===== src/rtl/mul_div_unit_if.sv =====
// rtl/mul_div_unit_if.sv - request/result bundle between an issuing pipeline and mul_div_unit
interface mul_div_unit_if;
    logic        start;
    logic [1:0]  op;
    logic [31:0] src_a;
    logic [31:0] src_b;
    logic        flush;
    logic        busy;
    logic        done;
    logic        double_en;
    logic [63:0] double_wdata;

    modport master (
        output start, op, src_a, src_b, flush,
        input  busy, done, double_en, double_wdata
    );

    modport slave (
        input  start, op, src_a, src_b, flush,
        output busy, done, double_en, double_wdata
    );
endinterface


===== src/rtl/mul_div_unit.sv =====
// rtl/mul_div_unit.sv - iterative 32x32 multiply / restoring divide, HI/LO result; MDU_FAST_MUL_EN selects single-cycle multiply
module mul_div_unit (
    input  logic           clk,
    input  logic           rst,
    mul_div_unit_if.slave  bus
);

    typedef enum logic [1:0] {
        IDLE = 2'd0,
        CALC = 2'd1,
        FIN  = 2'd2
    } state_t;

    state_t      state_q, state_d;
    logic [4:0]  cnt_q;
    logic [63:0] acc_q;
    logic [31:0] opnd_q;
    logic        is_div_q;
    logic        neg_lo_q;
    logic        neg_hi_q;
    logic [63:0] wdata_q;

    logic        accept;
    logic        signed_op;
    logic        a_neg;
    logic        b_neg;
    logic [31:0] mag_a;
    logic [31:0] mag_b;
    logic        div_zero;
    logic        skip_calc;

    assign accept    = (state_q == IDLE) && bus.start && !bus.flush;
    assign signed_op = ~bus.op[0];
    assign a_neg     = signed_op & bus.src_a[31];
    assign b_neg     = signed_op & bus.src_b[31];
    assign mag_a     = a_neg ? (32'd0 - bus.src_a) : bus.src_a;
    assign mag_b     = b_neg ? (32'd0 - bus.src_b) : bus.src_b;
    assign div_zero  = bus.op[1] && (bus.src_b == 32'd0);

`ifdef MDU_FAST_MUL_EN
    assign skip_calc = div_zero || !bus.op[1];
`else
    assign skip_calc = div_zero;
`endif

    // acc_q holds {HI, LO}: product-in-progress with multiplier in LO, or remainder/quotient for divide
    logic [32:0] mul_sum;
    logic [63:0] mul_next;
    logic [32:0] rem_shift;
    logic [32:0] rem_diff;
    logic [63:0] div_next;

    assign mul_sum   = {1'b0, acc_q[63:32]} + (acc_q[0] ? {1'b0, opnd_q} : 33'd0);
    assign mul_next  = {mul_sum, acc_q[31:1]};
    assign rem_shift = {acc_q[63:32], acc_q[31]};
    assign rem_diff  = rem_shift - {1'b0, opnd_q};
    assign div_next  = rem_diff[32] ? {rem_shift[31:0], acc_q[30:0], 1'b0}
                                    : {rem_diff[31:0],  acc_q[30:0], 1'b1};

    logic [31:0] lo_fix;
    logic [31:0] hi_fix;
    logic [63:0] prod_fix;
    logic [63:0] result;

    assign lo_fix   = neg_lo_q ? (32'd0 - acc_q[31:0])  : acc_q[31:0];
    assign hi_fix   = neg_hi_q ? (32'd0 - acc_q[63:32]) : acc_q[63:32];
    assign prod_fix = neg_lo_q ? (64'd0 - acc_q)        : acc_q;
    assign result   = is_div_q ? {hi_fix, lo_fix} : prod_fix;

    always_ff @(posedge clk) begin
        if (rst) begin
            state_q <= IDLE;
        end else begin
            state_q <= state_d;
        end
    end

    always_comb begin
        state_d = state_q;
        case (state_q)
            IDLE: begin
                if (accept) begin
                    state_d = skip_calc ? FIN : CALC;
                end
            end
            CALC: begin
                if (bus.flush) begin
                    state_d = IDLE;
                end else if (cnt_q == 5'd31) begin
                    state_d = FIN;
                end
            end
            FIN: begin
                state_d = IDLE;
            end
            default: begin
                state_d = IDLE;
            end
        endcase
    end

    always_ff @(posedge clk) begin
        if (rst) begin
            cnt_q    <= 5'd0;
            acc_q    <= 64'd0;
            opnd_q   <= 32'd0;
            is_div_q <= 1'b0;
            neg_lo_q <= 1'b0;
            neg_hi_q <= 1'b0;
            wdata_q  <= 64'd0;
        end else begin
            case (state_q)
                IDLE: begin
                    if (accept) begin
                        cnt_q    <= 5'd0;
                        is_div_q <= bus.op[1];
                        neg_lo_q <= a_neg ^ b_neg;
                        neg_hi_q <= bus.op[1] & a_neg;
                        if (div_zero) begin
                            // Divide-by-zero result is fixed: HI = raw dividend, LO = all ones
                            acc_q    <= {bus.src_a, 32'hFFFF_FFFF};
                            neg_lo_q <= 1'b0;
                            neg_hi_q <= 1'b0;
                        end else if (bus.op[1]) begin
                            acc_q  <= {32'd0, mag_a};
                            opnd_q <= mag_b;
                        end else begin
`ifdef MDU_FAST_MUL_EN
                            acc_q  <= {32'd0, mag_a} * {32'd0, mag_b};
`else
                            acc_q  <= {32'd0, mag_b};
`endif
                            opnd_q <= mag_a;
                        end
                    end
                end
                CALC: begin
                    if (!bus.flush) begin
                        acc_q <= is_div_q ? div_next : mul_next;
                        cnt_q <= cnt_q + 5'd1;
                    end
                end
                FIN: begin
                    if (!bus.flush) begin
                        wdata_q <= result;
                    end
                end
                default: begin
                    cnt_q <= 5'd0;
                end
            endcase
        end
    end

    // The corrected result is presented in the FIN cycle itself so it lines up with the strobe
    logic fin_ok;
    assign fin_ok           = (state_q == FIN) && !bus.flush && !rst;
    assign bus.busy         = (state_q != IDLE);
    assign bus.done         = fin_ok;
    assign bus.double_en    = fin_ok;
    assign bus.double_wdata = fin_ok ? result : wdata_q;

endmodule


===== src/flat_wrapper.sv =====
// flat-port wrapper written by rule: the top's interface ports become plain ports
module mul_div_unit_flat 
  (clk, rst, bus_start, bus_op, bus_src_a, bus_src_b, bus_flush, bus_busy, bus_done, bus_double_en, bus_double_wdata);
  mul_div_unit_if bus_i ();
  input  logic clk;
  input  logic rst;
  input wire logic [$bits(bus_i.start)-1:0] bus_start;
  input wire logic [$bits(bus_i.op)-1:0] bus_op;
  input wire logic [$bits(bus_i.src_a)-1:0] bus_src_a;
  input wire logic [$bits(bus_i.src_b)-1:0] bus_src_b;
  input wire logic [$bits(bus_i.flush)-1:0] bus_flush;
  output wire logic [$bits(bus_i.busy)-1:0] bus_busy;
  output wire logic [$bits(bus_i.done)-1:0] bus_done;
  output wire logic [$bits(bus_i.double_en)-1:0] bus_double_en;
  output wire logic [$bits(bus_i.double_wdata)-1:0] bus_double_wdata;
  assign bus_i.start = bus_start;
  assign bus_i.op = bus_op;
  assign bus_i.src_a = bus_src_a;
  assign bus_i.src_b = bus_src_b;
  assign bus_i.flush = bus_flush;
  assign bus_busy = bus_i.busy;
  assign bus_done = bus_i.done;
  assign bus_double_en = bus_i.double_en;
  assign bus_double_wdata = bus_i.double_wdata;
  mul_div_unit u_core (.clk(clk), .rst(rst), .bus(bus_i));
endmodule

===== config.mk =====
export PLATFORM = sky130hd
export DESIGN_NAME = mul_div_unit_flat
export DESIGN_NICKNAME = d
export VERILOG_FILES = /design/src/rtl/mul_div_unit_if.sv /design/src/rtl/mul_div_unit.sv /design/src/flat_wrapper.sv
export SDC_FILE = /design/constraint.sdc
export NUM_CORES = 1
export LEC_CHECK = 0
export CORE_MARGIN = 2
export CORE_UTILIZATION = 60
export DETAILED_ROUTE_END_ITERATION = 7
export HOLD_SLACK_MARGIN = 0.15
export PLACE_DENSITY_LB_ADDON = 0.3
export REMOVE_ABC_BUFFERS = 1
export SYNTH_ARGS = -nofsm -noshare
export SYNTH_HDL_FRONTEND = slang
export SYNTH_SLANG_ARGS = --single-unit
export TNS_END_PERCENT = 50

===== constraint.sdc =====
create_clock -name clk -period 4.7 [get_ports clk]
set_input_delay 0.47 -clock clk [delete_from_list [all_inputs] [get_ports clk]]
set_output_delay 0.47 -clock clk [all_outputs]
set_load 0.02 [all_outputs]

### After elaboration in Yosys (flattened, before gate mapping)

Index checks and enable logic that the tools add are counted.

* $add $sub $neg: 8
* equal/unequal tests: 6
* muxes and demuxes: 26
* bitwise logic cells: 8
* reductions and logical operators: 17

Operators by type and width (count)
* $mux W64: 8
* $mux W32: 7
* $pmux W64 S2: 1
* $sub A1 B32 Y32 const A: 4
* $sub A1 B64 Y64 const A: 1
* $add A32 B33 Y33: 1
* $sub A33 B32 Y33: 1
* $logic_not A32 Y1: 1
* $pmux W5 S3: 1
* $mux W5: 2
* $reduce_and A3 Y1: 3
* $mux W2: 4
* $reduce_and A2 Y1: 3
* $add A5 B1 Y5 const B: 1
* $eq A5 B5 Y1 const B: 1
* $logic_and A1 B1 Y1: 5
* $not A1 Y1: 4
* $pmux W2 S2: 1
* $reduce_bool A2 Y1: 2
* $and A1 B1 Y1: 3
* $ne A3 B2 Y1 const B: 1
* $eq A2 B1 Y1 const B: 1
* $eq A2 B2 Y1 const B: 1
* $logic_not A1 Y1: 2
* 5 further kinds: 6

* bits in registers: 170
* bits of input ports: 70
* output and inout port bits: 67
* logic and storage cells: 73

### Depth between registers and ports, before layout

* word-level depth: 7
* gate-level depth with buffers: 14
* depth with buffers taken out: 12

### Worst setup path after synthesis

Ideal clock, no wire load.

* path kind: register -> output
* start point: register u_core.acc_q[32]
* end point: output bus_double_wdata[62]
* data arrival time: 2.934 ns
* data required time: 4.230 ns
* slack: 1.296 ns
* stages on the path, launching flop included: 12
* path buffers: 1
* cells stage by stage: dfxtp_1 -> clkbuf_1 -> inv_1 -> ha_1 -> or4b_1 -> nor4_1 -> nor4b_1 -> nand2_1 -> nor3_1 -> o21ai_0 -> xnor2_1 -> o21ai_0

* cells in the longest elaborated chain, start to end: 4
* elaborated cells between the ends (all ways): 6
* those cells by class: add/sub (2); mux (4)

RTL lines
* from (decl): RTL line mul_div_unit.sv:16 `logic [63:0] acc_q;`
* from (signal assigned): RTL line mul_div_unit.sv:121 `acc_q <= {bus.src_a, 32'hFFFF_FFFF};`
* from (signal assigned): RTL line mul_div_unit.sv:125 `acc_q <= {32'd0, mag_a};`
* from (signal assigned): RTL line mul_div_unit.sv:131 `acc_q <= {32'd0, mag_b};`
* $sub A1 B64 Y64 / $sub A1 B32 Y32 (equally long branches): RTL line mul_div_unit.sv:67, mul_div_unit.sv:66
* $mux W64 / $mux W32 (equally long branches): RTL line mul_div_unit.sv:67, mul_div_unit.sv:66
* $mux W64 (*): RTL line mul_div_unit.sv:68 `assign result = is_div_q ? {hi_fix, lo_fix} : prod_fix;`
* $mux W64 (*): RTL line mul_div_unit.sv:161 `assign bus.double_wdata = fin_ok ? result : wdata_q;`
* to (decl): RTL line flat_wrapper.sv:15 `output wire logic [$bits(bus_i.double_wdata)-1:0] bus_double_wdata;`

Every way passes the cells marked *; elsewhere a longest branch is shown, timed or not.

### Worst setup path in the final report

* start point: register u_core.acc_q[37]
* end point: output bus_double_wdata[57]

The elaborated chain is that of the path after synthesis.

==> summary.txt <==
Clocking
  • Root buffer cell: clkbuf_16
  • Clk pin slew, worst setup/hold paths: 0.08 ns
  • CTS buffer count: 17
  • H-tree depth: 4
  • Longest Clk Path Bufs: 2
  • TritonCTS clock tree: built
  • Post-CTS Hold Fix Bufs: 0
  • TritonCTS Sinks: 170
  • Clk_lat worst skew: 0.46 ns

Die
  • Die X: 164 um
  • Top-level port count: 137
  • Total Die Area: approximately 27000 um2
  • Chip Height: 164 um
  • Initial Utilization: between 60% and 70%
  • Core footprint: 25200 um2
  • Rows: 58

Routing
  • Drt drc: 4
  • Via count: ~17000
  • Routed Antenna Nets: 0
  • Vias per cell: 6.80
  • Initial DRC count: ~2100
  • Pre-Repair DR Iteration Count: 8
  • Routed wire length: 55.0 mm
  • Per-cell routed wire length: 21.9 um

Global route
  • GRT Util Overall: 39.9%
  • First-pass GRT wire length: 84.0 mm
  • Antenna violations before repair: 1
  • GR Overflow Total: 0
  • Vias in the first global route: 15600
  • Largest net degree at the start of global routing: between 100 and 150

Finish
  • Fraction of layout cells with a size suffix above 1: under 10%
  • Final net count: 2316
  • Area Growth Syn to Fin: 14.6%
  • Most used cells in the layout excluding fill and tap cells: nand2_1, nor2_1, dfxtp_1
  • Most common cell after layout, fill and taps aside: nand2_1
  • ANT cells: 0

Timing
  • Final setup violation count: 0
  • Minimum clock period: 4.53 ns
  • RSZ-0062 raised after global routing: no
  • Max Slew Vio Count: 0
  • Actual slew at the worst max-slew pin: approximately 1.3 ns
  • Hold slack final: 0.445 ns
  • Relative slew slack: between 10 and 15%
  • Final hold vios: 0
  • Fmax: 0.221 GHz
  • Total Neg Setup Slack: 0 ns
  • Setup slack after layout: 0.173 ns
  • Clk_skew: 0.0171 ns
  • Tcrit/Tclk final: 96.3%

Worst setup path
  • Critical path origin: u_core.acc_q[37]
  • Worst EP required: between 4 and 5 ns
  • CP Cell Sequence: or4_4, or3_1, or2_1, or4_1, a21o_1, o211ai_2, xor2_1, nor2_1, a21o_1, clkdlybuf4s50_1
  • Crit. End Element: output port
  • Top Family by Delay on Critical Path: simple AND/OR/NAND/NOR gates
  • Critical Path Max Stage Delay: ~0.65 ns
  • Buf/Inv on CP: 1
  • Setup CP Type: flop to output port
  • Crit-path most repeated cell: a21o_1
  • Setup crit start kind: flop
  • CP max stage cell: or4_4
  • RR Startpoint: u_core.acc_q[44]
  • Max Fanout on Critical Path: 11
  • Worst EP arrival: 4.06 ns

Synth
  • Ys async rst share: 0%
  • Warnings, synthesis: 0
  • Synthesized flop and latch total: 170
  • Seq/Total Area, Yosys: 22.2%
  • Cell Area, Synth: between 15000 and 20000 um2
  • Post-synth top flop: dfxtp_1
  • Post-synth EDFFs: 0
  • Post-Syn Area per Cell: 7.25 um2
  • Syn Inst Count: 2117
  • Count of different cell masters after synthesis: 93

Flow run
  • Maxcap violations: 0

Power and ir drop
  • Pleak: 7.41 nW
  • Peak supply drop: 0.000310 V
  • Cell Pwr Density: 276 nW/um2

Placement
  • Pre-CTS setup slack: 0.491 ns
  • Port-buffer cells: 136
  • Detailed Place HPWL: 40.6 mm
  • GPL Wtd Cong: 1.03

Worst hold path
  • Hold/Removal Path Class: flop to flop
  • HP Start: u_core.wdata_q[46]

Status
  • Status: finished with violations
  • Failing checks: DRC
==> sequential cells by signal, indices dropped and copies added, names as in the netlist <==
| signal | flops |
|---|---|
| u_core.cnt_q | 5 |
| u_core.acc_q | 64 |
| u_core.wdata_q | 64 |
| u_core.opnd_q | 32 |
| u_core.is_div_q | 1 |
| u_core.state_q | 2 |
| u_core.neg_lo_q | 1 |
| u_core.neg_hi_q | 1 |
==> layout make-up <==
| class | instances | area (um2) |
|---|---|---|
| Inverter | 70 | 263 |
| Clock inverter | 15 | 200 |
| Fill cell | 2167 | 7580 |
| Timing Repair Buffer | 189 | 1760 |
| Sequential cell | 170 | 3400 |
| Clock buffer | 17 | 425 |
| Tap cell | 330 | 413 |
| Multi-Input combinational cell | 1726 | 11100 |
==> worst paths after layout <==
path              cells after the start  slack (ns)                    to
setup / recovery                     10        0.17  bus_double_wdata[57]
hold / removal                        2        0.44    u_core.wdata_q[46]
setup reg to reg                     11        0.47      u_core.acc_q[60]
hold reg to reg                       2        0.44    u_core.wdata_q[46]
==> cell usage after synthesis, types with 11 or more instances <==
cell | n | area share, %
or4_1 | 19 | 0.93
mux2i_1 | 45 | 2.9
nand2_1 | 238 | 5.8
xor2_1 | 93 | 5.3
xnor2_1 | 76 | 4.3
buf_2 | 15 | 0.49
or3_1 | 19 | 0.77
and2_1 | 14 | 0.57
a311oi_1 | 11 | 0.63
nand3_1 | 47 | 1.5
nor2b_1 | 16 | 0.65
nand2b_1 | 12 | 0.49
and3_1 | 12 | 0.49
a221oi_1 | 15 | 0.86
clkbuf_1 | 119 | 2.9
o31ai_1 | 29 | 1.4
dfxtp_1 | 170 | 22
a211oi_1 | 20 | 0.98
mux2_2 | 11 | 0.81
nor4_1 | 21 | 0.86
a21o_1 | 99 | 4.8
o21ai_0 | 144 | 4.7
o221ai_1 | 22 | 1.3
ha_1 | 70 | 5.7
nor3_1 | 58 | 1.9
inv_1 | 67 | 1.6
nand4_1 | 13 | 0.53
o211ai_1 | 49 | 2.4
o41ai_1 | 15 | 0.86
nor2_1 | 224 | 5.5
a21oi_1 | 169 | 5.5
a31oi_1 | 25 | 1.0
==> worst reg2reg max path: stages, from the launching register on <==
cell and delay (ns):
dfxtp_1 0.73, ha_1 0.43, a21oi_1 0.41, o21ai_1 0.17, nor3_1 0.40, a2111oi_4 0.18, mux2i_4 0.25, nor2_2 0.69
buf_4 0.28, mux2_2 0.33, o21ai_0 0.14, a31oi_1 0.06
==> cells by family (layout without fill, tap and decap cells) <==
group | Yosys count | count (layout) | synth area share, %
AOI/OAI and AO/OA | 684 | 684 | 29.2
xor gates and xnor gates | 169 | 169 | 9.64
adders and majority gates | 72 | 72 | 5.96
buffers and inverters | 221 | 291 | 5.89
DFF | 170 | 170 | 22.2
muxes | 57 | 57 | 3.89
and+or+nand+nor | 744 | 744 | 23.2
==> where the power goes <==
group	leakage, nW	internal, mW	switching, mW
clock network	0.304	0.774	0.771
logic	5.72	0.651	1.05
registers	1.38	1.50	0.108
==> metal layers <==
layer	share of wire (%)	global-route usage [%]	routed length [um]
met5	0	0	0
met4	5.5	21.1	3000
met3	11	7.10	6170
met2	44	63.5	24300
met1	39	51.5	21500
==> what timing repair did <==
| item | 4_1_cts | 5_1_grt |
|---|---|---|
| endpoints found under the setup margin | 0 | 19 |
| setup buffers | 0 | 0 |
| resized for setup | 0 | 7 |
==> stage by stage <==
step                total power, mW  utilization (%)  cells  cell area (um2)
floorplan                      2.67                -   1966            14700
global placement               3.23             67.2   2485            16900
detailed placement             3.25             67.2   2485            16900
CTS                            4.77             69.7   2517            17600
global route                   5.02             69.9   2517            17600
finish                         4.85             69.9   2517            17600
Power figures use the tool's default switching activity.
